File: config.mk
export PLATFORM = sky130hd
export DESIGN_NAME = registered_alu_pipe
export DESIGN_NICKNAME = d
export VERILOG_FILES = /design/src/rtl/alu_pkg.sv /design/src/rtl/alu_core.sv /design/src/rtl/registered_alu_pipe.sv
export SDC_FILE = /design/constraint.sdc
export NUM_CORES = 1
export LEC_CHECK = 0
export ABC_AREA = 1
export CAP_MARGIN = 30
export CORE_ASPECT_RATIO = 0.6
export CORE_MARGIN = 10
export CORE_UTILIZATION = 36
export DETAILED_ROUTE_END_ITERATION = 10
export PLACE_DENSITY = 0.63
export SLEW_MARGIN = 30
export SYNTH_ARGS = -nofsm -noshare
export SYNTH_HDL_FRONTEND = slang
export SYNTH_SLANG_ARGS = --single-unit
File: constraint.sdc
create_clock -name clk_i -period 3.87 [get_ports clk_i]
set_input_delay 0.774 -clock clk_i [delete_from_list [all_inputs] [get_ports clk_i]]
set_output_delay 0.774 -clock clk_i [all_outputs]
set_load 0.1 [all_outputs]
File: src/rtl/alu_pkg.sv
// Shared opcode and flag definitions for the registered ALU pipeline.
// Imported by alu_core and registered_alu_pipe.
package alu_pkg;

  typedef enum logic [2:0] {
    OP_AND  = 3'b000,
    OP_OR   = 3'b001,
    OP_ADD  = 3'b010,
    OP_XOR  = 3'b011,
    OP_NOR  = 3'b100,
    OP_PASS = 3'b101,
    OP_SUB  = 3'b110,
    OP_SLT  = 3'b111
  } alu_op_e;

  typedef struct packed {
    logic zero;
    logic carry;
    logic overflow;
    logic negative;
  } alu_flags_t;

  // Flags describing an all-zero result.
  localparam alu_flags_t FLAGS_RST = '{
    zero:     1'b1,
    carry:    1'b0,
    overflow: 1'b0,
    negative: 1'b0
  };

endpackage

File: src/rtl/alu_core.sv
// Combinational ALU datapath: result plus zero/carry/overflow/negative.
// Ports: a_i, b_i operands; op_i opcode; result_o; flags_o.
import alu_pkg::*;

module alu_core #(
  parameter int WIDTH = 8
) (
  input  logic [WIDTH-1:0] a_i,
  input  logic [WIDTH-1:0] b_i,
  input  alu_op_e          op_i,
  output logic [WIDTH-1:0] result_o,
  output alu_flags_t       flags_o
);

  localparam int M = WIDTH - 1;

  logic [WIDTH:0]   sum;
  logic [WIDTH:0]   diff;
  logic             slt;
  logic [WIDTH-1:0] res;
  logic             carry;
  logic             ovf;

  // Extra top bit holds carry-out (add) or borrow (sub).
  assign sum  = {1'b0, a_i} + {1'b0, b_i};
  assign diff = {1'b0, a_i} - {1'b0, b_i};
  assign slt  = $signed(a_i) < $signed(b_i);

  always_comb begin
    res   = '0;
    carry = 1'b0;
    ovf   = 1'b0;
    unique case (op_i)
      OP_AND:  res = a_i & b_i;
      OP_OR:   res = a_i | b_i;
      OP_XOR:  res = a_i ^ b_i;
      OP_NOR:  res = ~(a_i | b_i);
      OP_PASS: res = b_i;
      OP_ADD: begin
        res   = sum[M:0];
        carry = sum[WIDTH];
        ovf   = (a_i[M] == b_i[M]) &
                (sum[M] != a_i[M]);
      end
      OP_SUB: begin
        res   = diff[M:0];
        carry = diff[WIDTH];
        ovf   = (a_i[M] != b_i[M]) &
                (diff[M] != a_i[M]);
      end
      OP_SLT:  res = {{M{1'b0}}, slt};
      default: res = '0;
    endcase
  end

  assign result_o         = res;
  assign flags_o.zero     = (res == '0);
  assign flags_o.carry    = carry;
  assign flags_o.overflow = ovf;
  assign flags_o.negative = res[M];

endmodule

File: src/rtl/registered_alu_pipe.sv
// Valid/ready ALU pipeline: compute in stage 1, STAGES deep total.
// Ports: clk_i, rst_i (sync, high), en_i, valid_i/ready_o, a_i, b_i,
// operation_i in; valid_o/ready_i, result_o and four flags out.
import alu_pkg::*;

module registered_alu_pipe #(
  parameter int WIDTH  = 8,
  parameter int STAGES = 1
) (
  input  logic             clk_i,
  input  logic             rst_i,
  input  logic             en_i,
  input  logic             valid_i,
  output logic             ready_o,
  input  logic [WIDTH-1:0] a_i,
  input  logic [WIDTH-1:0] b_i,
  input  logic [2:0]       operation_i,
  output logic             valid_o,
  input  logic             ready_i,
  output logic [WIDTH-1:0] result_o,
  output logic             zero_o,
  output logic             carry_o,
  output logic             overflow_o,
  output logic             negative_o
);

  localparam int L = STAGES - 1;

  logic [WIDTH-1:0] core_res;
  alu_flags_t       core_flg;

  alu_core #(
    .WIDTH(WIDTH)
  ) u_core (
    .a_i      (a_i),
    .b_i      (b_i),
    .op_i     (alu_op_e'(operation_i)),
    .result_o (core_res),
    .flags_o  (core_flg)
  );

  logic             vld_s [STAGES];
  logic [WIDTH-1:0] res_s [STAGES];
  alu_flags_t       flg_s [STAGES];
  logic [STAGES:0]  adv;

  // A stage moves when empty or when its successor moves;
  // the virtual stage past the end moves when downstream is ready.
  always_comb begin
    adv         = '0;
    adv[STAGES] = ready_i;
    for (int i = L; i >= 0; i--) begin
      adv[i] = en_i & ~rst_i &
               (~vld_s[i] | adv[i+1]);
    end
  end

  assign ready_o = adv[0];

  for (genvar s = 0; s < STAGES; s++) begin : g_stage
    logic             vld_in;
    logic [WIDTH-1:0] res_in;
    alu_flags_t       flg_in;
    logic             vld_q;
    logic [WIDTH-1:0] res_q;
    alu_flags_t       flg_q;

    if (s == 0) begin : g_head
      assign vld_in = valid_i;
      assign res_in = core_res;
      assign flg_in = core_flg;
    end else begin : g_body
      assign vld_in = vld_s[s-1];
      assign res_in = res_s[s-1];
      assign flg_in = flg_s[s-1];
    end

    // Payload only loads with a real beat so an emptied
    // output keeps its last value instead of garbage.
    always_ff @(posedge clk_i) begin
      if (rst_i) begin
        vld_q <= 1'b0;
        res_q <= '0;
        flg_q <= FLAGS_RST;
      end else if (adv[s]) begin
        vld_q <= vld_in;
        if (vld_in) begin
          res_q <= res_in;
          flg_q <= flg_in;
        end
      end
    end

    assign vld_s[s] = vld_q;
    assign res_s[s] = res_q;
    assign flg_s[s] = flg_q;
  end

  assign valid_o    = vld_s[L];
  assign result_o   = res_s[L];
  assign zero_o     = flg_s[L].zero;
  assign carry_o    = flg_s[L].carry;
  assign overflow_o = flg_s[L].overflow;
  assign negative_o = flg_s[L].negative;

endmodule

==> qor.yml <==
p_sw_share_pct: 44.5
grt_pass1_wl_mm: 9.40
portBuffers: 37
wl_per_cell_um: 14.1
tightest_slew_ns: 0.995
synth_xor_area_share_pct: 0.965
avgViaCountPerCell: 5.08
crit_top_cell: "nand2_1"
crit_family: "simple AND/OR/NAND/NOR gates"
crit_slowest_cell: "clkdlybuf4s50_1"
synth_largest_area_cell: "ha_1"
place_congestion: 0.983
cts_tree: "built"
clkPwrFrac_pct: 24.1
wirelength_mm: 5.72
drive_gt1_share_pct: 5.25
postCtsSetupBuffers: 0
synth_top_family_by_area: "simple AND/OR/NAND/NOR gates"
power.switching_w: 0.000252
root_buffer: "clkbuf_8"
intPower_w: 0.000314
n_antenna_cell: 0
hpwlAfterDp_mm: 4.70
powerDensity_nw_per_um2: 249
clock_latency_ns: 0.24
fin_hold_ws_ns: 0.465
synth-seq-area-share_pct: 13.2
path_max_fanout: 5
clockBufferDepth: 2
layout_min_cycle_time_ns: 2.77
ios: 38
cp.required_ns: 4.05
fp.dieH_um: 75.0
die_w_um: 112
cp-start-kind: "input port"
rsz0062_at_grt: "no"
yosys.area_share.simple_pct: 43.4
grt.total_usage_pct: 13.4
status: "finished clean"
seq_area_um2: 240
final_cell_mix: "nand2_1 (80), inv_1 (44), nand3_1 (43)"
synth_cells: 308
busiest_layer: "met1"
clkTransAtPathRegs_ns: 0.05
h-tree-depth: 1
synth_top_cell_area_share_pct: 16.5
worstReg2RegStart: "valid_o"
max_freq_mhz: 361
relSlewSlack_pct: 33.4
fin_setup_tns_ns: 0
worst_path_largest_cell_delay_ns: 0.63
syn_area_per_cell_um2: 5.89
hp-class: "reg2reg"
cts_sinks: 12
worst_slack_ns: 1.10
cts_hold_buf: 0
timing.final.hold_violations: 0
clock_skew_ns: 0.00464
ir_worst_vdd_v: 0.000133
synth_mux_area_share_pct: 0
grt_pass1_vias: 1892
drt_first_iter_violations: 238
hold_path_startpoint: "overflow_o"
cts_buffers: 3
synth_compound_area_share_pct: 10.8
dpl_worst_slack_ns: 0.873
dr.pass1.iters: 6
drc_errors: 0
critical_path_class: "in2reg"
setup_viol: 0
multiInputGateArea_um2: 1340
syn-cell-area_um2: 1820
maxCapViolCount: 0
syn_to_final_growth_pct: 25.3
period_share_pct: 71.5
grt_max_degree: 15
n_fill_cell: 500
yosysWarningCount: 0
design.die.area_um2: 8380
cts_resized: 0
rows: 19
startpoint: "a_i[1]"
synthTopCellsByArea: "ha_1 (17%), nand2_1 (17%), dfxtp_1 (13%), nand3_1 (12%), inv_1 (9.1%)"
place_inst: 402
crit_arrival_ns: 2.95
slew_viol_final: 0
nNetsFinal: 394
pwr-share-seq_pct: 24.0
leakage_nw: 1.15
combPwrFrac_pct: 51.9
grtUsageMet2_pct: 18.6
antenna_found_initial: 0
syn_nets: 358
antenna_left: 0
start_util_pct: 38.4
yosys.cell_types.count: 30
grt_use_met3_pct: 3.41
grt_use_met1_pct: 20.1
core_area_um2: 4730
critPathCaptureType: "flop"
synth_adder_area_share_pct: 18.7
ys_ff_latch: 12
mostFrequentLayoutCell: "nand2_1"
crit_buf_inv: 4
num_vias: 2061
overflow: 0
stdcell_count: 406
crit_chain: "clkdlybuf4s50_1, inv_1, ha_1, inv_1, nand2_1, nand2_1, nand2_1, inv_1, nand3_1, nand2_1, nand2_1, nand3_1, nand3_1, nor2_1, nand3_1, nand2_1"
## logic make-up (layout without fill, tap and decap cells)
group                    count (synthesis)  after routing
AO/OA/AOI/OAI                           35             35
XOR/XNOR                                 2              2
adder cells (fa/ha/maj)                 26             26
buffers and inverters                   55             90
flip-flops                              12             12
AND/OR/NAND/NOR                        178            178
## routing by layer
layer	up-vias	routed length [µm]
met5	-	0
met4	0	36
met3	7	532
met1	887	3010
met2	102	2140
li1	1065	-
## final cells by class
type	instances	area share [%]
clock buffers	4	2.42
repair buffers	38	16.5
well taps	63	3.47
inverters	48	8.03
flip-flops and latches	12	10.6
multi-input cells	241	59.0
## synthesized netlist by cell type (all sizes together)
cell,number
ha,24
inv,47
a211oi,1
o21a,3
nand3b,1
nand2,82
nor2,40
buf,7
dfxtp,12
a21oi,13
nand4,8
xor2,2
clkinv,1
nand3,45
fa,2
nor3,1
a31oi,1
o211ai,2
nor3b,1
o22ai,1
o221ai,1
o21ai,13
## worst min-delay path, delay by kind of cell, from the launching register on
| family | cells | cell delay, ns |
|---|---|---|
| compound gates | 1 | 0.05 |
| flops | 1 | 0.30 |
| simple gates | 1 | 0.06 |
## registers in the layout (all words and copies together) (netlist names)
name        count
result_o        8
carry_o         1
overflow_o      1
valid_o         1
zero_o          1
## final timing paths
check	endpoint	slack, ns	depth (start not counted)
worst max register to register	result_o[2]	2.34	8
worst min-delay path	overflow_o	0.47	2
worst max-delay path	zero_o	1.10	16
worst min register to register	overflow_o	0.47	2
## through the flow
stage | utilization (%) | total power [W] | area (µm²)
2_1_floorplan | - | 0.000342 | 1820
3_3_place_gp | 46.9 | 0.000429 | 2220
3_5_place_dp | 46.9 | 0.000428 | 2220
4_1_cts | 48.1 | 0.000565 | 2270
5_1_grt | 48.1 | 0.000603 | 2270
6_report | 48.1 | 0.000566 | 2270
## power groups by stage
stage               Combinational, W  Sequential, W  Clock [W]
floorplan                   0.000150       0.000193          0
global placement            0.000291       0.000138          0
detailed placement          0.000289       0.000138          0
CTS                         0.000290       0.000136   0.000139
global route                0.000323       0.000136   0.000144
finish                      0.000294       0.000136   0.000137
Power figures use the tool's default switching activity.
